--- src/rtl/calc_scheduler.sv ---
`timescale 1ns/1ps
// calc_scheduler: round-robin front end that serialises four requesters onto one shared calculator.
// Optional stall watchdog is compiled in by defining CALC_SCHED_TIMEOUT_EN.
module calc_scheduler #(
    parameter int CALC_LATENCY = 1,
    parameter int TIMEOUT      = 255
) (
    input  logic        clk_100MHz,
    input  logic        rst,
    input  logic [3:0]  req,
    input  logic [31:0] req_data,
    output logic [3:0]  gnt,
    output logic [3:0]  done,
    output logic [7:0]  result,
    output logic        err,
    output logic        busy,
    output logic [7:0]  o2cData,
    input  logic [7:0]  c2oData,
    input  logic        operation_enable,
    output logic [1:0]  o_dbg_state
);

    typedef enum logic [1:0] {
        S_IDLE  = 2'd0,
        S_ISSUE = 2'd1,
        S_WAIT  = 2'd2,
        S_DONE  = 2'd3
    } state_t;

    state_t     r_state;
    state_t     w_next_state;
    logic [1:0] r_winner;
    logic [1:0] r_last;
    logic [1:0] w_pick;
    logic [3:0] r_cnt;
    logic [3:0] w_cnt_dec;
    logic [7:0] r_o2c;
    logic [7:0] r_result;
    logic       w_timeout;

    if (CALC_LATENCY < 1 || CALC_LATENCY > 15) begin : g_bad_latency
        $error("calc_scheduler: CALC_LATENCY must be 1..15");
    end
    if (TIMEOUT < 1 || TIMEOUT > 255) begin : g_bad_timeout
        $error("calc_scheduler: TIMEOUT must be 1..255");
    end

    // Handshake: req[i] is valid and stays high with its operand slice through the cycle gnt[i] is high;
    // gnt[i] is the one-cycle accept, and done[i] is a one-cycle return qualifying result/err.
    always_comb begin : rr_pick
        logic [1:0] v_idx;
        logic       v_found;
        v_idx   = '0;
        v_found = 1'b0;
        w_pick  = r_last;
        for (int k = 1; k <= 4; k++) begin
            v_idx = r_last + 2'(k);
            if (!v_found && req[v_idx]) begin
                w_pick  = v_idx;
                v_found = 1'b1;
            end
        end
    end

    assign w_cnt_dec = r_cnt - 4'd1;

`ifdef CALC_SCHED_TIMEOUT_EN
    logic [7:0] r_wd;
    logic       r_abort;

    assign w_timeout = (r_state == S_WAIT) && !operation_enable && (r_wd == 8'(TIMEOUT - 1));
    assign err       = (r_state == S_DONE) && r_abort;

    always_ff @(posedge clk_100MHz or posedge rst) begin
        if (rst) begin
            r_wd    <= 8'd0;
            r_abort <= 1'b0;
        end else begin
            case (r_state)
                S_ISSUE: begin
                    r_wd    <= 8'd0;
                    r_abort <= 1'b0;
                end
                S_WAIT: begin
                    if (operation_enable) r_wd    <= 8'd0;
                    else if (w_timeout)   r_abort <= 1'b1;
                    else                  r_wd    <= r_wd + 8'd1;
                end
                default: ;
            endcase
        end
    end
`else
    assign w_timeout = 1'b0;
    assign err       = 1'b0;
`endif

    always_comb begin
        w_next_state = r_state;
        case (r_state)
            S_IDLE:  if ((req != 4'b0) && operation_enable) w_next_state = S_ISSUE;
            S_ISSUE: w_next_state = S_WAIT;
            S_WAIT:  if ((operation_enable && (w_cnt_dec == 4'd0)) || w_timeout) w_next_state = S_DONE;
            S_DONE:  w_next_state = S_IDLE;
            default: w_next_state = S_IDLE;
        endcase
    end

    always_ff @(posedge clk_100MHz or posedge rst) begin
        if (rst) begin
            r_state  <= S_IDLE;
            r_winner <= 2'd0;
            r_last   <= 2'd3;
            r_cnt    <= 4'd0;
            r_o2c    <= 8'd0;
            r_result <= 8'd0;
        end else begin
            r_state <= w_next_state;
            case (r_state)
                S_IDLE:  if (w_next_state == S_ISSUE) r_winner <= w_pick;
                S_ISSUE: begin
                    r_o2c <= req_data[8*r_winner +: 8];
                    r_cnt <= 4'(CALC_LATENCY);
                end
                S_WAIT: begin
                    if (operation_enable) begin
                        r_cnt <= w_cnt_dec;
                        if (w_cnt_dec == 4'd0) r_result <= c2oData;
                    end else if (w_timeout) begin
                        r_result <= 8'hFF;
                    end
                end
                S_DONE:  r_last <= r_winner;
                default: ;
            endcase
        end
    end

    assign gnt         = (r_state == S_ISSUE) ? (4'b0001 << r_winner) : 4'b0000;
    assign done        = (r_state == S_DONE)  ? (4'b0001 << r_winner) : 4'b0000;
    assign busy        = (r_state != S_IDLE);
    assign result      = r_result;
    assign o2cData     = r_o2c;
    assign o_dbg_state = r_state;

endmodule

--- config.mk ---
export PLATFORM = sky130hd
export DESIGN_NAME = calc_scheduler
export DESIGN_NICKNAME = d
export VERILOG_FILES = /design/src/rtl/calc_scheduler.sv
export SDC_FILE = /design/constraint.sdc
export NUM_CORES = 1
export LEC_CHECK = 0
export CAP_MARGIN = 5
export CORE_UTILIZATION = 43
export DETAILED_ROUTE_END_ITERATION = 12
export GPL_ROUTABILITY_DRIVEN = 0
export PLACE_DENSITY = 0.82
export SKIP_CTS_REPAIR_TIMING = 1
export SLEW_MARGIN = 10
export SYNTH_ARGS = -nofsm -noshare
export SYNTH_HDL_FRONTEND = slang
export SYNTH_SLANG_ARGS = --single-unit
--- constraint.sdc ---
create_clock -name clk_100MHz -period 3.1 [get_ports clk_100MHz]
set_input_delay 0.31 -clock clk_100MHz [delete_from_list [all_inputs] [get_ports clk_100MHz]]
set_output_delay 0.31 -clock clk_100MHz [all_outputs]
set_load 0.05 [all_outputs]
### After elaboration in Yosys (flattened, before gate mapping)

Index checks and enable logic that the tools add are counted.

* add/sub/neg operators: 4
* $lt $le $gt $ge: 4
* eq/ne operators: 5
* shift-type cells: 2
* multiplexer cells: 22
* reductions and logical operators: 16

Operators by type and width (number)
* indexed part select 32 x 6 -> 8 bit: 1
* less-than comparator 2 x 3 -> 1 bit (second input constant): 4
* two-way mux 2 bit: 6
* two-way mux 4 bit: 3
* binary-select mux 1 bit (select 2 bit): 4
* one-hot mux 2 bit (4 select lines): 1
* one-hot mux 4 bit (2 select lines): 1
* two-way mux 1 bit: 7
* logical AND 1 bit: 5
* adder 2 bit (second input constant): 2
* == test 2 x 1 -> 1 bit (second input constant): 2
* == test 2 bit (second input constant): 2
* logical NOT 4 bit: 1
* AND reduction 2 bit: 2
* nonzero test 2 bit: 2
* nonzero test 4 bit: 1
* left shift 1 x 2 -> 4 bit (first input constant): 1
* subtractor 4 x 1 -> 4 bit (second input constant): 1
* logical NOT 1 bit: 3
* AND reduction 3 bit: 1
* adder 2 x 1 -> 2 bit (second input constant): 1
* logical NOT 2 bit: 1
* != test 2 bit (second input constant): 1

* register bits after elaboration: 26
* input port bits: 47
* output and inout bits: 28
* logic and storage cells: 59

### Depth between registers and ports, before layout

Gate-level depths: netlist of run 1.

* word-level depth: 13
* gate-level depth with buffers: 7
* gate-level depth less buffers: 6

### Least setup slack after synthesis of run 1

Ideal clock, no wire load.

* path type: flip-flop to output port
* start: reg r_state[0], in the netlist o_dbg_state[0]
* end: out gnt[0]
* arrival: 2.477 ns
* path slack: 0.313 ns
* stages on the path, launching flop included: 4
* path buffers: 1
* cell sequence: dfrtp_1 > ha_1 > clkbuf_1 > nor3b_1

* longest elaborated chain between the ends: 2

RTL lines
* start, declared: line 30 `state_t r_state;`
* start signal, assigned: line 118 `r_state <= w_next_state;`
* == test 2 x 1 -> 1 bit: line 139 `assign gnt = (r_state == S_ISSUE) ? (4'b0001 << r_winner) : 4'b0000;`
* two-way mux 4 bit: line 139
* end, declared: line 12 `output logic [3:0] gnt,`

No other way between the ends.

### Worst setup path after layout of run 1

* start: reg r_winner[0]
* end: out done[3]

* longest elaborated chain between the ends: 2

RTL lines
* start, declared: line 32 `logic [1:0] r_winner;`
* start signal, assigned: line 120 `S_IDLE: if (w_next_state == S_ISSUE) r_winner <= w_pick;`
* left shift 1 x 2 -> 4 bit: line 140 `assign done = (r_state == S_DONE) ? (4'b0001 << r_winner) : 4'b0000;`
* two-way mux 4 bit: line 140
* end, declared: line 13 `output logic [3:0] done,`

No other way between the ends.

==> impl.org, run 1 <==
** Outcome
- The run finished with clean final reports.

** Setup path
- STA classifies the critical path startpoint as a register.
- Delay of the slowest cell on the worst path :: around 0.85 ns
- Among cell families on the critical path, the largest total delay comes from flip-flops.
- Worst reg2reg path startpoint :: r_cnt[0]
- The worst register-to-register path has a setup slack of around 0.86 ns.
- The endpoint identified for the worst register-to-register timing path is result[1].
- Worst Setup Path Type :: reg -> out
- Counting both buffers and inverters, the worst setup path holds a total of 1.
- Arrival time at the worst endpoint :: between 2 and 2.5 ns
- STA puts the critical path data required time at 2.79 ns.
- Of all nets on the critical path, the largest fanout is 18.
- Worst-path cell with the longest stage delay :: dfrtp_1
- STA classifies the critical path endpoint as an output pin.
- Ordered cell list for the critical path :: and3_1 -> clkdlybuf4s50_1
- Number of cells traversed by the worst register-to-register path :: 6
- The critical path starts at r_winner[0].

** Global route
- For this run, the total global-route usage over all layers was measured as 0.200.
- The total overflow left after global routing is 0.
- Entering global routing, the biggest net connects 27 pins.
- The number of global-route vias before repair came to 1251.
- The number of antenna violations at the first check in global routing came to 0.
- First-pass GRT wire length :: ~5.5 mm

** Synthesis
- Cells taking the most area after synthesis :: dfrtp_1, mux4_2, mux2_2
- Of the post-synthesis cell area, the dominant cell type holds 0.392.
- Mean post-synth cell area :: approximately 12 um^2
- Cell taking the most area after synthesis :: dfrtp_1
- During synthesis, Yosys emitted a total of 0 warnings.
- Counting every instance in the synthesized netlist gives 126.
- Cell with the most instances after synthesis :: dfrtp_1
- Counting every net in the synthesized netlist gives about 180.
- Of the total synthesized cell area, the portion taken by XOR and XNOR cells is 0.0114.
- Yosys mapped a number of flops with a built-in enable equal to 0.
- By area, the combinational part of the netlist is dominated by multiplexers.
- Flip-flop and latch count after synthesis :: 26
- Of the total synthesized cell area, the portion taken by AND, OR, NAND and NOR gates is 0.0965.
- Synth Area in Compound Gates :: 0.0695
- Async set or reset register ratio after synthesis :: 1.00
- For this run, the register share of the synthesized area comes to 0.427.
- List of most frequent post-synthesis cells :: dfrtp_1, mux2_2, inv_1
- Main synth FF type :: dfrtp_1
- Mux contribution to synthesized area :: 0.284
- Mapped Area :: roughly 1500 um^2
- In this run, distinct cell masters in the synthesized netlist total 37.
- Of the total synthesized cell area, the portion taken by full adders, half adders and majority gates is 0.0491.

** Layout
- Final nets :: between 200 and 250
- Compared with the post-synthesis result, the final layout area differs by 50.5%.
- Ant. Diodes :: 0
- The finished layout holds 240 standard cells, fillers aside.
- Of the cells placed in the final design, the portion with a size suffix greater than 1 is 0.180.
- Final design instance area without fill :: ~2300 um^2
- Filler Cells Inserted :: 270
- Register cell area after layout :: between 600 and 700 um^2
- Combined area of the multi-input logic cells :: ~800 um^2

** STA
- Minimum clock period after layout :: roughly 2.5 ns
- Measured against its own limit, the worst slew margin works out to 0.364.
- Setup violations remaining at the end of the flow were counted as 0.
- Number of pins with negative max-slew slack in the final report :: 0
- Maximum achievable frequency :: approximately 390 MHz
- Slew at the pin with the worst max-slew slack :: ~0.95 ns
- RSZ-0062 raised after global routing :: no
- Setup TNS Final :: 0 ns
- Across the routed clock network, the largest skew measured is approximately 0.0045 ns.
- The total count of hold-check failures in the final report is 0.
- Dividing the final minimum period by the clock period gives 0.821.

** Power
- Power Density :: slightly above 1000 nW/um^2
- Static power due to leakage :: around 0.00096 uW
- VDD sags by at most ~0.00047 V.

** Floorplan
- The die covers between 3000 and 4000 um^2.
- Row generation in the floorplan step produced 21 rows.
- Top-Level Pins :: 75
- Initial core utilization :: 0.455
- The core region is about 3400 um^2.
- Die outline height :: slightly above 60 um
- Horizontal die dimension :: a little over 60 um

** Route
- The detail route stage leaves a number of antenna-violating nets equal to 0.
- For this block, the routed nets add up to around 3.5 mm of wire.
- Post-DR wirelength/cell :: 14.7 um
- Across all layers, the routed design uses roughly 1200 vias.
- For this block, the initial DRC count from the detailed router was 36.
- Detailed-route DRC error count :: 0
- Using the TritonRoute via totals, the vias-per-cell ratio works out to just over 5.
- Number of search-and-repair iterations in the first detailed-routing pass :: 4

** Placed design
- Port bufs :: 73
- Once placement finished, the instance area stood at around 2300 um^2.
- HPWL after detailed placement :: about 2.8 mm
- After detailed placement, the design holds a cell count of 236.

** Clock tree
- The clock passes through at most 2 buffers.
- Number of H-tree branching levels :: 1
- Clock buffer count from CTS :: 3
- Clock tree from TritonCTS :: yes
- The tree built by TritonCTS fans out to 26 sinks.
- CTS Root Buffer Type :: clkbuf_4
- Clock Latency Late Sink :: about 0.33 ns
- Clock-pin slew was measured on the worst setup and hold paths at 0.14 ns.

** Worst hold path
- In this run the worst hold path is classified as in -> async.

** Flow run
- Max cap viols :: 0
[state kept, by name, indices dropped and copies added (netlist names)]
name,cells
o2cData,8
result,8
r_winner,2
r_cnt,4
r_last,2
o_dbg_state,2
[power by group]
part	switching (uW)	leakage, uW	total (uW)	internal [uW]
combinational	819	0.000629	1500	681
sequential	197	0.000310	712	515
clock	102	0.0000210	174	72.0
total	1120	0.000960	2380	1270
[through the flow]
step | power, uW | utilization | setup slack (ns) | hold slack, ns
floorplan | 1770 | - | 0.313 | 0.349
global placement | 2180 | 0.674 | 0.956 | 0.492
detailed placement | 2220 | 0.674 | 0.770 | 0.498
CTS | 2400 | 0.685 | 0.543 | 0.516
global route | 2520 | 0.685 | 0.431 | 0.545
finish | 2380 | 0.685 | 0.556 | 0.482
[final cells by class]
class | count | area share
inverter | 9 | 0.0147
tap | 46 | 0.0250
sequential | 26 | 0.284
multi-input combinational | 81 | 0.341
clock buffer | 4 | 0.0158
timing repair buffer | 74 | 0.320
[logic make-up after synthesis]
group | after synthesis
adders and majority gates | 6
muxes | 28
other | 1
xor gates and xnor gates | 2
and+or+nand+nor | 27
buffers and inverters | 19
DFF | 26
AOI/OAI and AO/OA | 17
[worst max path at each step]
stage                              to  slack (ns)  cells after the start
after floorplan                gnt[0]        0.31                      3
after CTS                     done[3]        0.54                      2
after global routing          done[3]        0.43                      2
after detailed placement    result[1]        0.77                      5
after global placement    r_winner[0]        0.96                      5
final                         done[3]        0.56                      2
[layer usage]
| metal | vias up | GRT usage | part of all wire |
|---|---|---|---|
| li1 | 580 | - | - |
| met1 | 601 | 0.226 | 0.39 |
| met4 | 0 | 0.0698 | 0.014 |
| met2 | 49 | 0.363 | 0.52 |
| met3 | 7 | 0.0525 | 0.074 |
| met5 | - | 0 | 0 |
[layout by cell type, fill, tap and decap left out, types with 2 or more instances in the layout]
cell type and instances:
clkdlybuf4s50_1 73, clkbuf_4 3, dfrtp_1 24, nor4_1 2, nor2b_1 2, nor3b_1 2, o21ai_0 8, a21oi_1 2
dfstp_2 2, inv_1 9, nand2_1 5, mux2_2 11, mux2_4 8, mux4_2 8, and3b_1 2, ha_1 6
and3_1 2, nor2_1 6
(Power assumes the default switching activity.)
==> run 2: changes to the inputs <==
--- a/config.mk
+++ b/config.mk
@@ -6,10 +6,10 @@
 export NUM_CORES = 1
 export LEC_CHECK = 0
 export CAP_MARGIN = 5
-export CORE_UTILIZATION = 43
+export CORE_UTILIZATION = 40
 export DETAILED_ROUTE_END_ITERATION = 12
 export GPL_ROUTABILITY_DRIVEN = 0
-export PLACE_DENSITY = 0.82
+export PLACE_DENSITY = 0.76
 export SKIP_CTS_REPAIR_TIMING = 1
 export SLEW_MARGIN = 10
 export SYNTH_ARGS = -nofsm -noshare
==> constraint.sdc (replaced) <==
create_clock -name clk_100MHz -period 2.4 [get_ports clk_100MHz]
set_input_delay 0.24 -clock clk_100MHz [delete_from_list [all_inputs] [get_ports clk_100MHz]]
set_output_delay 0.24 -clock clk_100MHz [all_outputs]
set_load 0.05 [all_outputs]
==> impl.org, run 2 (synthesized netlist as in run 1, its figures left out) <==
** Floorplan
- Horizontal die dimension :: 63.9 um (was 61.7 um)
- Die area :: 4080 um^2 (was 3800 um^2)
- The starting density of the core is 0.418 (was 0.455).
- The number of placement rows came to 22 (was 21).
- Core area :: 3660 um^2 (was 3360 um^2)
- The number of top-level pins is 75 (unchanged).
- The height of the die was 63.9 um (was 61.7 um).

** Placed design
- The post-DP HPWL is 2.73 mm (was 2.79 mm).
- The count of input and output buffers came to 73 (unchanged).
- The placed cell count came to 242 (was 236).
- The post-placement worst setup slack was 0.336 ns (was 0.770 ns).

** Flow run
- Max cap viols :: 0 (unchanged)

** Setup path
- The type of the worst setup path is reg -> out (unchanged).
- The capture point of the worst reg-to-reg path is result[2] (was result[1]).
- The worst path required time was 2.16 ns (was 2.79 ns).
- Number of cells traversed by the worst register-to-register path :: 7 (was 6)
- Internal reg-to-reg setup slack :: 0.36 ns (was 0.86 ns)
- Arrival time at the worst endpoint :: 2.01 ns (was 2.23 ns)
- The type of destination of the critical path is an output pin (unchanged).
- Largest fanout of any net on the critical path :: 6 (was 18)
- Worst reg2reg path startpoint :: r_cnt[0] (unchanged)
- The element type at the critical path start is a register (unchanged).

** Layout
- Most frequent standard cell in the layout excluding fill and tap cells :: clkdlybuf4s50_1 (unchanged)
- Non-filler cells, final :: 246 (was 240)
- The utilization after layout was 0.646 (was 0.685).
- Filler Cells Inserted :: 282 (was 270)
- Ant. Diodes :: 0 (unchanged)
- P&R area growth vs syn :: 54.6% (was 50.5%)
- Top library cells by usage in the layout, fill and taps aside :: clkdlybuf4s50_1, dfrtp_1, mux2_2, buf_4, inv_1 (was clkdlybuf4s50_1, dfrtp_1, mux2_2)
- The number of nets at the end of the flow came to 252 (was 248).
- The layout cell share with drive strength beyond 1 was 0.237 (was 0.180).

** Clock tree
- The maximum level of the CTS H-tree was 1 (unchanged).
- The total clock sinks came to 26 (unchanged).
- The clock root buffer was clkbuf_8 (was clkbuf_4).
- Clock-pin slew reported for the worst setup and hold paths after clock tree synthesis :: 0.09 ns (was 0.14 ns)
- The insertion delay to the later sink of the worst-skew pair came to 0.27 ns (was 0.33 ns).
- Max Buffers Root-to-Sink :: 2 (unchanged)
- Clock tree from TritonCTS :: yes (unchanged)
- Clock buffer count from CTS :: 3 (unchanged)

** Route
- The remaining antenna violation count after routing came to 0 (unchanged).
- Number of vias in the routed layout :: 1220 (was 1237)
- Detail-routed via count per cell :: 4.96 (was 5.15)
- The count of TritonRoute iterations in the first routing pass came to 4 (unchanged).
- Number of violations reported at the end of detailed-routing iteration 0 :: 36 (unchanged)
- Detailed-route DRC error count :: 0 (unchanged)
- The average wire length per cell after detail routing was 14.2 um (was 14.7 um).
- The total wire length after detailed routing is 3.49 mm (was 3.53 mm).

** STA
- Number of pins with negative max-slew slack in the final report :: 0 (unchanged)
- Dividing the final minimum period by the clock period gives 0.936.
- Minimum clock period after layout :: around 2.2 ns
- Number of failing setup endpoints in the final timing report :: 0 (unchanged)
- Worst Clk Skew :: 0.00103 ns (was 0.00448 ns)
- The relative slew slack is 0.634 (was 0.364).
- RSZ-0062 raised after global routing: no (unchanged).
- Maximum achievable frequency :: about 450 MHz
- The total count of hold-check failures in the final report came to 0 (unchanged).
- PnR worst setup slack :: 0.154 ns (was 0.556 ns)
- Slew at the pin with the worst max-slew slack :: 0.549 ns (was 0.954 ns)
- Setup TNS Final :: 0 ns (unchanged)

** Power
- The power consumption came to 3240 uW (was 2380 uW).
- Static power due to leakage :: 0.00101 uW (was 0.000960 uW)
- Power Density :: 1370 nW/um^2 (was 1040 nW/um^2)
- The maximum VDD drop was 0.000751 V (was 0.000471 V).

** Global route
- Number of antenna violations at the first check in global routing :: 0 (unchanged)
- The remaining global-route overflow was 0 (unchanged).
- Number of global-route vias before repair :: 1246 (was 1251)
- The maximum number of pins on one net before global-route repair was 27 (unchanged).
- The aggregate global-route resource usage came to 0.182 (was 0.200).
- The wire length of the first global-routing pass came to 5.76 mm (was 5.46 mm).

** Outcome
- Status :: complete, no violations (unchanged)

** Worst hold path
- Worst min path class :: in -> async (unchanged)
==> run 2: per-stage QoR <==
step,hold WS [ns],cell area [um^2]
2_1_floorplan,0.279,1540
3_3_place_gp,0.488,2290
3_5_place_dp,0.495,2290
4_1_cts,0.330,2370
5_1_grt,0.359,2370
6_report,0.322,2370
==> run 2: worst max path at each step <==
stage | from | endpoint | cells after the start
floorplan | o_dbg_state[0] | gnt[2] | 4
global placement | req[1] | r_winner[1] | 5
detailed placement | req[1] | r_winner[1] | 5
CTS | o_dbg_state[0] | done[0] | 3
global route | o_dbg_state[0] | done[2] | 4
finish | o_dbg_state[0] | done[0] | 3
==> run 2: worst max-delay path: stages (launching register included) <==
cell,delay (ns)
dfrtp_1,0.44
ha_1,0.28
nor3b_2,0.19
clkdlybuf4s50_1,0.82
==> run 2: area by class of cell <==
class | count | area [um^2] | share of cell area
Multi-Input combinational cell | 81 | 795 | 0.336
Timing Repair Buffer | 78 | 753 | 0.318
Sequential cell | 26 | 653 | 0.276
Tap cell | 48 | 60.1 | 0.0254
Clock buffer | 3 | 41.3 | 0.0175
Inverter | 9 | 33.8 | 0.0143
Clock inverter | 1 | 30.0 | 0.0127
==> run 2: layer usage <==
metal  up-vias  GRT usage  share of wire
met5         -          0              0
met4         0     0.0597         0.0092
met3         4     0.0321          0.041
met2        36      0.324           0.51
met1       590      0.220           0.44
li1        590          -              -
==> run 2: power by group <==
group | switching (uW) | internal, uW
combinational | 1150 | 898
sequential | 167 | 668
clock | 137 | 223
total | 1450 | 1790
